==> src/rtl/keypad_pkg.sv <==
// Shared types and constants for the 4x4 hex keypad scanner.
// Latency: none (package only).
// Backpressure: none (package only).
package keypad_pkg;

    // Scanner FSM states
    typedef enum logic [1:0] {
        SCAN     = 2'd0,
        DEBOUNCE = 2'd1,
        HOLD     = 2'd2,
        RELEASE  = 2'd3
    } state_t;

    // Hex code per key, indexed by {row_index, col_index}
    localparam logic [3:0] KEYMAP [16] = '{
        4'h1, 4'h2, 4'h3, 4'hA,
        4'h4, 4'h5, 4'h6, 4'hB,
        4'h7, 4'h8, 4'h9, 4'hC,
        4'h0, 4'hF, 4'hE, 4'hD
    };

    // Code of the key that clears the entry register when the clear option is built in
    localparam logic [3:0] CLEAR_CODE = 4'hF;

    // Active-low column drive patterns, indexed by column number
    localparam logic [3:0] COL_PAT [4] = '{4'b1110, 4'b1101, 4'b1011, 4'b0111};

    // Row value with no key pressed (pull-ups)
    localparam logic [3:0] ROWS_IDLE = 4'b1111;

    // True when exactly one row is pulled low
    function automatic logic single_row_low(input logic [3:0] r);
        logic res;
        case (r)
            4'b1110, 4'b1101, 4'b1011, 4'b0111: res = 1'b1;
            default:                            res = 1'b0;
        endcase
        return res;
    endfunction

    // Row number of a single-low row pattern
    function automatic logic [1:0] row_index(input logic [3:0] r);
        logic [1:0] idx;
        case (r)
            4'b1110: idx = 2'd0;
            4'b1101: idx = 2'd1;
            4'b1011: idx = 2'd2;
            4'b0111: idx = 2'd3;
            default: idx = 2'd0;
        endcase
        return idx;
    endfunction

endpackage

==> src/rtl/keypad_sync.sv <==
// Two-flop synchroniser for the asynchronous keypad row inputs.
// Latency: 2 clocks from d to q.
// Backpressure: none; samples every clock.
module keypad_sync (
    input  logic       clk,
    input  logic       rst,
    input  logic [3:0] d,
    output logic [3:0] q
);

    logic [3:0] meta;

    // Two-stage capture; reset to idle (all rows high) so no phantom key appears
    always_ff @(posedge clk) begin
        if (rst) begin
            meta <= 4'b1111;
            q    <= 4'b1111;
        end else begin
            meta <= d;
            q    <= meta;
        end
    end

endmodule

==> src/rtl/keypad_scanner.sv <==
// 4x4 hex keypad scanner: column rotation, press/release debounce, key strobe, 16-bit entry register.
// Latency: strobe one clock after the DEBOUNCE_SCANS-th matching scan tick; num updates one clock after the strobe.
// Backpressure: none; strobes are fire-and-forget. Optional macro KEYPAD_CLEAR_EN makes key F clear num.
module keypad_scanner
    import keypad_pkg::*;
#(
    parameter int SCAN_DIV_BITS  = 16,
    parameter int DEBOUNCE_SCANS = 4
) (
    input  logic        clk,
    input  logic        rst,
    input  logic [3:0]  row,
    output logic [3:0]  col,
    output logic [3:0]  key_code,
    output logic        key_valid,
    output logic [15:0] num
);

    localparam logic [3:0] DEB_N = DEBOUNCE_SCANS[3:0];

    logic [SCAN_DIV_BITS-1:0] div;
    logic                     tick;
    logic [3:0]               rs;

    state_t     state, state_nx;
    logic [1:0] col_idx, col_idx_nx;
    logic [3:0] cnt, cnt_nx, cnt_inc;
    logic [3:0] pat, pat_nx;
    logic       kv_nx;
    logic [3:0] code_nx;
    logic [15:0] num_nx;

    keypad_sync u_sync (
        .clk (clk),
        .rst (rst),
        .d   (row),
        .q   (rs)
    );

    // Free-running scan divider; tick is an enable pulse when the counter is all-ones
    always_ff @(posedge clk) begin
        if (rst) begin
            div <= '0;
        end else begin
            div <= div + 1'b1;
        end
    end

    assign tick    = &div;
    assign cnt_inc = cnt + 4'd1;
    assign col     = COL_PAT[col_idx];

    // FSM state and datapath registers
    always_ff @(posedge clk) begin
        if (rst) begin
            state     <= SCAN;
            col_idx   <= 2'd0;
            cnt       <= 4'd0;
            pat       <= ROWS_IDLE;
            key_valid <= 1'b0;
            key_code  <= 4'h0;
        end else begin
            state     <= state_nx;
            col_idx   <= col_idx_nx;
            cnt       <= cnt_nx;
            pat       <= pat_nx;
            key_valid <= kv_nx;
            key_code  <= code_nx;
        end
    end

    // Next-state logic: all decisions are taken on scan ticks only
    always_comb begin
        state_nx   = state;
        col_idx_nx = col_idx;
        cnt_nx     = cnt;
        pat_nx     = pat;
        kv_nx      = 1'b0;
        code_nx    = key_code;
        if (tick) begin
            case (state)
                SCAN: begin
                    // Ghost patterns (several rows low) are treated as no key
                    if (single_row_low(rs)) begin
                        pat_nx   = rs;
                        cnt_nx   = 4'd1;
                        state_nx = DEBOUNCE;
                    end else begin
                        col_idx_nx = col_idx + 2'd1;
                    end
                end
                DEBOUNCE: begin
                    if (rs == pat) begin
                        cnt_nx = cnt_inc;
                        if (cnt_inc >= DEB_N) begin
                            kv_nx    = 1'b1;
                            code_nx  = KEYMAP[{row_index(pat), col_idx}];
                            state_nx = HOLD;
                        end
                    end else begin
                        state_nx   = SCAN;
                        col_idx_nx = col_idx + 2'd1;
                    end
                end
                HOLD: begin
                    // Column stays put; other keys are ignored until full release
                    if (rs == ROWS_IDLE) begin
                        cnt_nx   = 4'd1;
                        state_nx = RELEASE;
                    end
                end
                RELEASE: begin
                    if (rs == ROWS_IDLE) begin
                        cnt_nx = cnt_inc;
                        if (cnt_inc >= DEB_N) begin
                            state_nx   = SCAN;
                            col_idx_nx = col_idx + 2'd1;
                        end
                    end else begin
                        state_nx = HOLD;
                    end
                end
                default: begin
                    state_nx = SCAN;
                end
            endcase
        end
    end

    // Entry register update on each accepted key
    always_comb begin
        num_nx = num;
        if (key_valid) begin
`ifdef KEYPAD_CLEAR_EN
            if (key_code == CLEAR_CODE) begin
                num_nx = 16'h0000;
            end else begin
                num_nx = {num[11:0], key_code};
            end
`else
            num_nx = {num[11:0], key_code};
`endif
        end
    end

    // Entry register
    always_ff @(posedge clk) begin
        if (rst) begin
            num <= 16'h0000;
        end else begin
            num <= num_nx;
        end
    end

endmodule

==> config.mk <==
export PLATFORM = sky130hd
export DESIGN_NAME = keypad_scanner
export DESIGN_NICKNAME = d
export VERILOG_FILES = /design/src/rtl/keypad_pkg.sv /design/src/rtl/keypad_sync.sv /design/src/rtl/keypad_scanner.sv
export SDC_FILE = /design/constraint.sdc
export NUM_CORES = 1
export LEC_CHECK = 0
export CORE_MARGIN = 2
export CORE_UTILIZATION = 45
export DETAILED_ROUTE_END_ITERATION = 8
export HOLD_SLACK_MARGIN = 0.05
export PLACE_DENSITY = 0.74
export SYNTH_ARGS = -nofsm -noshare
export SYNTH_HDL_FRONTEND = slang
export SYNTH_SLANG_ARGS = --single-unit
==> constraint.sdc <==
create_clock -name clk -period 5.1 [get_ports clk]
set_clock_uncertainty 0.15 [all_clocks]
set_input_delay 1.02 -clock clk [delete_from_list [all_inputs] [get_ports clk]]
set_output_delay 1.02 -clock clk [all_outputs]
set_load 0.01 [all_outputs]
==> summary.md, run 1 <==
| Metric | Value |
|---|---|
| Max VDD drop | `0.000148 V` |
| Post-synthesis net count | `285` |
| Num CTS Buffers | `9` |
| Vias | `1,891` |
| Clock buffer depth | `2` |
| Clk root buf | `clkbuf_8` |
| Die ar. | `6380 um^2` |
| Max_cap viols | `0` |
| CTS tree | `built` |
| CP top delay family | `flip-flops` |
| YS warnings | `0` |
| Reg power frac | `0.479` |
| Largest net degree at the start of global routing | `58` |
| Final setup viols | `0` |
| Routed length per placed instance | `12.2 um` |
| Net Sw Power | `197 uW` |
| Fin crit period | `3.09 ns` |
| DR top layer | `met4` |
| Final period utilization | `0.605` |
| First-pass GRT wire length | `just under 8000 um` |
| Leakage | `~0.0011 uW` |
| Combinational share of power | `0.032` |
| Num rows | `27` |
| Cells along the critical path | `clkdlybuf4s50_1` |
| Count of input and output buffers | `30` |
| Async SR Flop Fraction | `0` |
| Startpoint types | `flop` |
| Nets | `314` |
| Count of state elements after synthesis | `57` |
| Vias in the first global route | `around 1,800` |
| Starting density of the core | `0.467` |
| CP peak stage delay | `0.90 ns` |
| WL met3 | `230 um` |
| Buf+Inv Stages, Crit Path | `1` |
| Cells after synthesis | `271` |
| Synthesized area | `2590 um^2` |
| Initial antenna violation count | `0` |
| Post-CTS Setup Repair Bufs | `0` |
| Hold buffers post-CTS | `0` |
| Slowest cell on crit path | `dfxtp_1` |
| Worst Max-Slew Pin Slew | `0.971 ns` |
| Fin worst setup slack | `2.01 ns` |
| CTS H-tree depth | `3` |
| Worst path required time | `3.93 ns` |
| Worst-Skew Late Latency | `approximately 0.34 ns` |
| Number of synthesized flops with an enable pin | `0` |
| Wl on met1 | `2300 um` |
| Max-slew violations | `0` |
| Max Freq | `~0.32 GHz` |
| Internal power | `751 uW` |
| Diodes inserted | `0` |
| Power Density | `around 300 nW/um^2` |
| Overall routing resource usage | `0.161` |
| CP max FO | `17` |
| Sink count of the clock tree | `57` |
| Worst slack at placement | `2.36 ns` |
| Clock Pin Slew Worst Setup and Hold Paths | `0.07 ns` |
| Initial DRT Pass Iterations | `4` |
| Register area share after synthesis | `0.441` |
| Main synth FF type | `dfxtp_1` |
| Vias per cell | `~5` |
| Final ANT Viol Nets | `0` |
| Relative slew slack | `0.353` |
| DRC Markers | `0` |
| Critical Path End Type | `output port` |
| WP data arrival | `about 1.9 ns` |
| Non-filler instance count after layout | `377` |
| Routed wire length | `4610 um` |
| Post-route setup TNS | `0 ns` |
| Post-cts resize count | `0` |
| Dpl cells | `~360` |
| Die H | `79.8 um` |
| Area of the core | `5540 um^2` |
| Distinct cells, synth | `40` |
| Num ports | `31` |
| Die width | `~80 um` |
| Placer Congestion | `0.764` |
| RSZ-0062 raised after global routing | `no` |
| Metal2 WL | `around 2000 um` |
| Clk pwr share | `0.489` |
| Area growth from synthesis to layout | `21.2%` |
| Switching Fraction | `0.208` |
| Mapped Avg Cell Area | `9.55 um^2` |
| Gr ovfl total | `0` |
| Share of layout cells above drive strength 1 | `0.118` |
| HPWL after DPL | `3110 um` |
| Worst Path Class, Setup | `reg2out` |
| Type of the most critical hold path | `reg2reg` |
| Fin. Hold Viols | `0` |
| Iter 0 DRT Violations | `95` |
| Status | `finished clean` |
==> flip-flops by register name, indices dropped and copies added (netlist names) <==
signal	cells
div	16
key_valid	1
key_code	4
state	2
pat	4
cnt	4
u_sync.q	4
num	16
col_idx	2
u_sync.meta	4
==> worst paths after layout <==
path	end	slack, ns	depth (start not counted)	startpoint
worst min register to register	u_sync.q[3]$_SDFF_PP1_	0.26	1	u_sync.meta[3]$_SDFF_PP1_
worst max register to register	col_idx[1]$_SDFFE_PP0P_	2.77	6	state[0]$_SDFFE_PP0P_
worst max-delay path	key_valid	2.01	1	key_valid$_SDFF_PP0_
worst min-delay path	u_sync.q[3]$_SDFF_PP1_	0.26	1	u_sync.meta[3]$_SDFF_PP1_
==> placed cells by master (no fill, tap or decap), types with 3 or more instances in the layout <==
cell type,n
and4_1,5
o21ai_0,3
nand2_1,14
or2_2,9
clkbuf_8,10
ha_1,8
a211o_1,4
mux2i_1,22
inv_1,12
and3_1,7
a21oi_1,7
nand3_1,8
xor2_1,15
a211oi_1,5
xnor2_1,8
clkdlybuf4s50_1,29
nand4_1,4
nor2_1,45
dfxtp_1,57
==> layout make-up <==
type,instances,area (um^2)
fillers,518,2400
multi-input cells,190,1350
flip-flops and latches,57,1140
repair buffers,30,295
clock buffers,11,141
well taps,72,90.1
clock inverters,5,78.8
inverters,12,45.0
==> per-layer routing <==
| metal | GRT usage | vias up |
|---|---|---|
| met1 | 0.199 | 849 |
| met2 | 0.246 | 44 |
| li1 | - | 990 |
| met4 | 0.107 | 0 |
| met3 | 0.0396 | 8 |
| met5 | 0 | - |
==> power by group through the flow <==
stage               clock network (uW)  logic [uW]  registers [uW]
floorplan                            0        23.4             463
global placement                     0        30.0             464
detailed placement                   0        30.4             464
CTS                                477        30.6             454
global route                       495        33.7             454
finish                             464        30.4             454
==> cells in the mapped netlist, types with 2 or more instances <==
| master | instances | area [um^2] |
|---|---|---|
| or4_1 | 2 | 15.0 |
| clkbuf_1 | 10 | 37.5 |
| xor2_1 | 15 | 131 |
| inv_1 | 12 | 45.0 |
| nor4_4 | 2 | 42.5 |
| ha_1 | 8 | 100 |
| dfxtp_1 | 57 | 1140 |
| a31oi_1 | 2 | 12.5 |
| a211oi_1 | 5 | 37.5 |
| nand3_1 | 8 | 40.0 |
| mux2i_1 | 22 | 220 |
| and4_1 | 5 | 43.8 |
| nor2_1 | 45 | 169 |
| nor2b_1 | 2 | 12.5 |
| a21oi_1 | 7 | 35.0 |
| nand2_1 | 14 | 52.6 |
| and3_1 | 7 | 43.8 |
| nand4_1 | 4 | 25.0 |
| xnor2_1 | 8 | 70.1 |
| o21ai_0 | 3 | 15.0 |
| or2_2 | 9 | 56.3 |
| and2_1 | 2 | 12.5 |
| a211o_1 | 4 | 35.0 |
| nor3b_1 | 2 | 15.0 |
==> per-stage QoR <==
stage / utilization / total power [uW] / cell area, um^2 / hold slack [ns]
floorplan: - / 487 / 2590 / 0.239
global placement: 0.527 / 494 / 2920 / 0.242
detailed placement: 0.527 / 495 / 2920 / 0.247
CTS: 0.566 / 962 / 3140 / 0.263
global route: 0.566 / 983 / 3140 / 0.271
finish: 0.566 / 948 / 3140 / 0.262
==> kinds of logic (layout without fill, tap and decap cells) <==
logic type,Yosys count,after routing,synth area share
DFF,57,57,0.441
buffers and inverters,24,58,0.0391
xor gates and xnor gates,23,23,0.0778
and+or+nand+nor,106,106,0.216
adders and majority gates,8,8,0.0387
AOI/OAI and AO/OA,30,30,0.0938
muxes,23,23,0.0938
No activity file was read; power rests on OpenSTA's default activity.
==> run 2, diff against run 1 <==
PLACE_DENSITY = 0.76   (was 0.74)
clock period = 2.84 ns   (was 5.1 ns; I/O delays follow)
==> run 2 against run 1 <==
- worst setup slack lost 1.7 ns
- global-route usage grew 0.33 points
- register-to-register slack lost 2.2 ns
- total power grew 63%
- sequential power grew 80%
- combinational power grew 87%
- via count grew 3.6%
- utilization shrank 0.18 points
- cell count grew 0.80%
- non-clock buffer count grew 4
- critical path type unchanged
- routed wire length grew 1.2%
- largest power group is now sequential cells
==> summary.md, run 2 (same netlist as run 1, synthesis figures left out) <==
| Metric | Value |
|---|---|
| Clk root buf | `clkbuf_8 (unchanged)` |
| Leakage | `0.00112 uW (was 0.00111 uW)` |
| Power Density | `494 nW/um^2 (was 302 nW/um^2)` |
| WP data arrival | `1.78 ns (was 1.92 ns)` |
| Num ports | `31 (unchanged)` |
| Final period utilization | `0.879` |
| Hold slack final | `0.258 ns (was 0.262 ns)` |
| Final setup viols | `0 (unchanged)` |
| Overall routing resource usage | `0.164 (was 0.161)` |
| Max_cap viols | `0 (unchanged)` |
| First-pass GRT wire length | `8120 um (was 7830 um)` |
| Routed length per placed instance | `12.3 um (was 12.2 um)` |
| Area of the core | `5540 um^2 (unchanged)` |
| Starting density of the core | `0.467 (unchanged)` |
| CTS tree | `built (unchanged)` |
| Post-route setup TNS | `0 ns (unchanged)` |
| DRC Markers | `0 (unchanged)` |
| Cells along the critical path | `inv_1 -> ha_1 -> inv_1 -> clkdlybuf4s50_1 (was clkdlybuf4s50_1)` |
| Count of input and output buffers | `30 (unchanged)` |
| Max-slew violations | `0 (unchanged)` |
| Largest net degree at the start of global routing | `32 (was 58)` |
| Area growth from synthesis to layout | `20.8% (was 21.2%)` |
| Post-cts resize count | `0 (unchanged)` |
| Critical Path End Type | `output port (unchanged)` |
| Diodes inserted | `0 (unchanged)` |
| Post-CTS Setup Repair Bufs | `0 (unchanged)` |
| Vias | `1,959 (was 1,891)` |
| Clock Pin Slew Worst Setup and Hold Paths | `0.06 ns (was 0.07 ns)` |
| Buf+Inv Stages, Crit Path | `3 (was 1)` |
| Worst-Skew Late Latency | `0.34 ns (about the same)` |
| Fin. Hold Viols | `0 (unchanged)` |
| CP peak stage delay | `0.55 ns (was 0.90 ns)` |
| Vias in the first global route | `1,837 (was 1,752)` |
| RSZ-0062 raised after global routing | `no (unchanged)` |
| Share of layout cells above drive strength 1 | `0.130 (was 0.118)` |
| Most frequent cells in the layout | `57 x dfxtp_1, 45 x nor2_1, 29 x clkdlybuf4s50_1 (unchanged)` |
| Die H | `79.8 um (unchanged)` |
| Most used cell, CP | `inv_1` |
| Nets | `318 (was 314)` |
| Final ANT Viol Nets | `0 (unchanged)` |
| Status | `finished clean (unchanged)` |
| Die width | `79.8 um (unchanged)` |
| Num CTS Buffers | `9 (unchanged)` |
| HPWL after DPL | `3270 um (was 3110 um)` |
| Relative slew slack | `0.577 (was 0.353)` |
| Type of the most critical hold path | `reg2reg (unchanged)` |
| Worst Path Class, Setup | `reg2out (unchanged)` |
| Fin crit period | `2.50 ns` |
| Clock buffer depth | `2 (unchanged)` |
| Gr ovfl total | `0 (unchanged)` |
| Slowest cell on crit path | `clkdlybuf4s50_1 (was dfxtp_1)` |
| Worst Max-Slew Pin Slew | `0.630 ns (was 0.971 ns)` |
| Initial antenna violation count | `0 (unchanged)` |
| CP max FO | `5 (was 17)` |
| Vias per cell | `5.16 (was 5.02)` |
| Initial DRT Pass Iterations | `4 (unchanged)` |
| Hold buffers post-CTS | `0 (unchanged)` |
| Iter 0 DRT Violations | `65 (was 95)` |
| CTS H-tree depth | `3 (unchanged)` |
| Max VDD drop | `0.000398 V (was 0.000148 V)` |
| Top Registers | `div x16, num x16 (unchanged)` |
| Die ar. | `6380 um^2 (unchanged)` |
| Sink count of the clock tree | `57 (unchanged)` |
| Num rows | `27 (unchanged)` |
| Startpoint types | `flop (unchanged)` |
| CP top delay family | `buffers and inverters (was flip-flops)` |
| Worst path required time | `2.12 ns (was 3.93 ns)` |
| Placer Congestion | `0.886 (was 0.764)` |
| Max Freq | `around 0.4 GHz` |
| Routed wire length | `4670 um (was 4610 um)` |
| Most common cell after layout, fill and taps aside | `dfxtp_1 (unchanged)` |
run 2: cell count changes in the layout (fill, tap and decap cells not counted), sizes merged:
cell,change
buf,+4
bufinv,-2
clkbuf,+1
run 2: area by class of cell:
class	instances	area [um^2]
repair buffers	34	325
fillers	510	2410
inverters	12	45.0
multi-input cells	190	1350
clock buffers	12	165
flip-flops and latches	57	1140
well taps	72	90.1
clock inverters	3	15.0
run 2: power by group:
group | leakage (uW) | switching (uW) | internal, uW | total [uW]
Sequential | 0.000462 | 7.22 | 809 | 816
Combinational | 0.000558 | 31.3 | 25.6 | 56.8
Clock | 0.0000980 | 296 | 378 | 673
Total | 0.00112 | 334 | 1210 | 1550
run 2: routing by layer:
metal,global-route usage,share of wire,up-vias
met3,0.0690,0.060,9
met4,0.0763,0.021,0
li1,-,-,1003
met5,0,0,-
met2,0.261,0.45,46
met1,0.190,0.46,901
run 2: final timing paths:
kind	from	cells past startpoint	to	slack, ns
worst max-delay path	col_idx[0]$_SDFFE_PP0P_	4	col[0]	0.34
worst min-delay path	u_sync.meta[1]$_SDFF_PP1_	1	u_sync.q[1]$_SDFF_PP1_	0.26
worst max register to register	cnt[0]$_SDFFE_PP0P_	7	col_idx[0]$_SDFFE_PP0P_	0.59
worst min register to register	u_sync.meta[1]$_SDFF_PP1_	1	u_sync.q[1]$_SDFF_PP1_	0.26
run 2: worst register-to-register path: stages (launching register included):
cell     delay [ns]
dfxtp_1        0.35
ha_1           0.27
and2_1         0.17
a211o_1        0.30
a31o_2         0.23
or4_4          0.43
xnor2_1        0.15
nor2_1         0.06
run 2: through the flow:
step	std cells	utilization	power [uW]	area [um^2]	setup slack [ns]
floorplan	271	-	874	2590	0.727
global placement	365	0.532	889	2950	0.639
detailed placement	365	0.532	891	2950	0.611
CTS	380	0.565	1580	3130	0.316
global route	380	0.565	1620	3130	0.255
finish	380	0.565	1550	3130	0.344
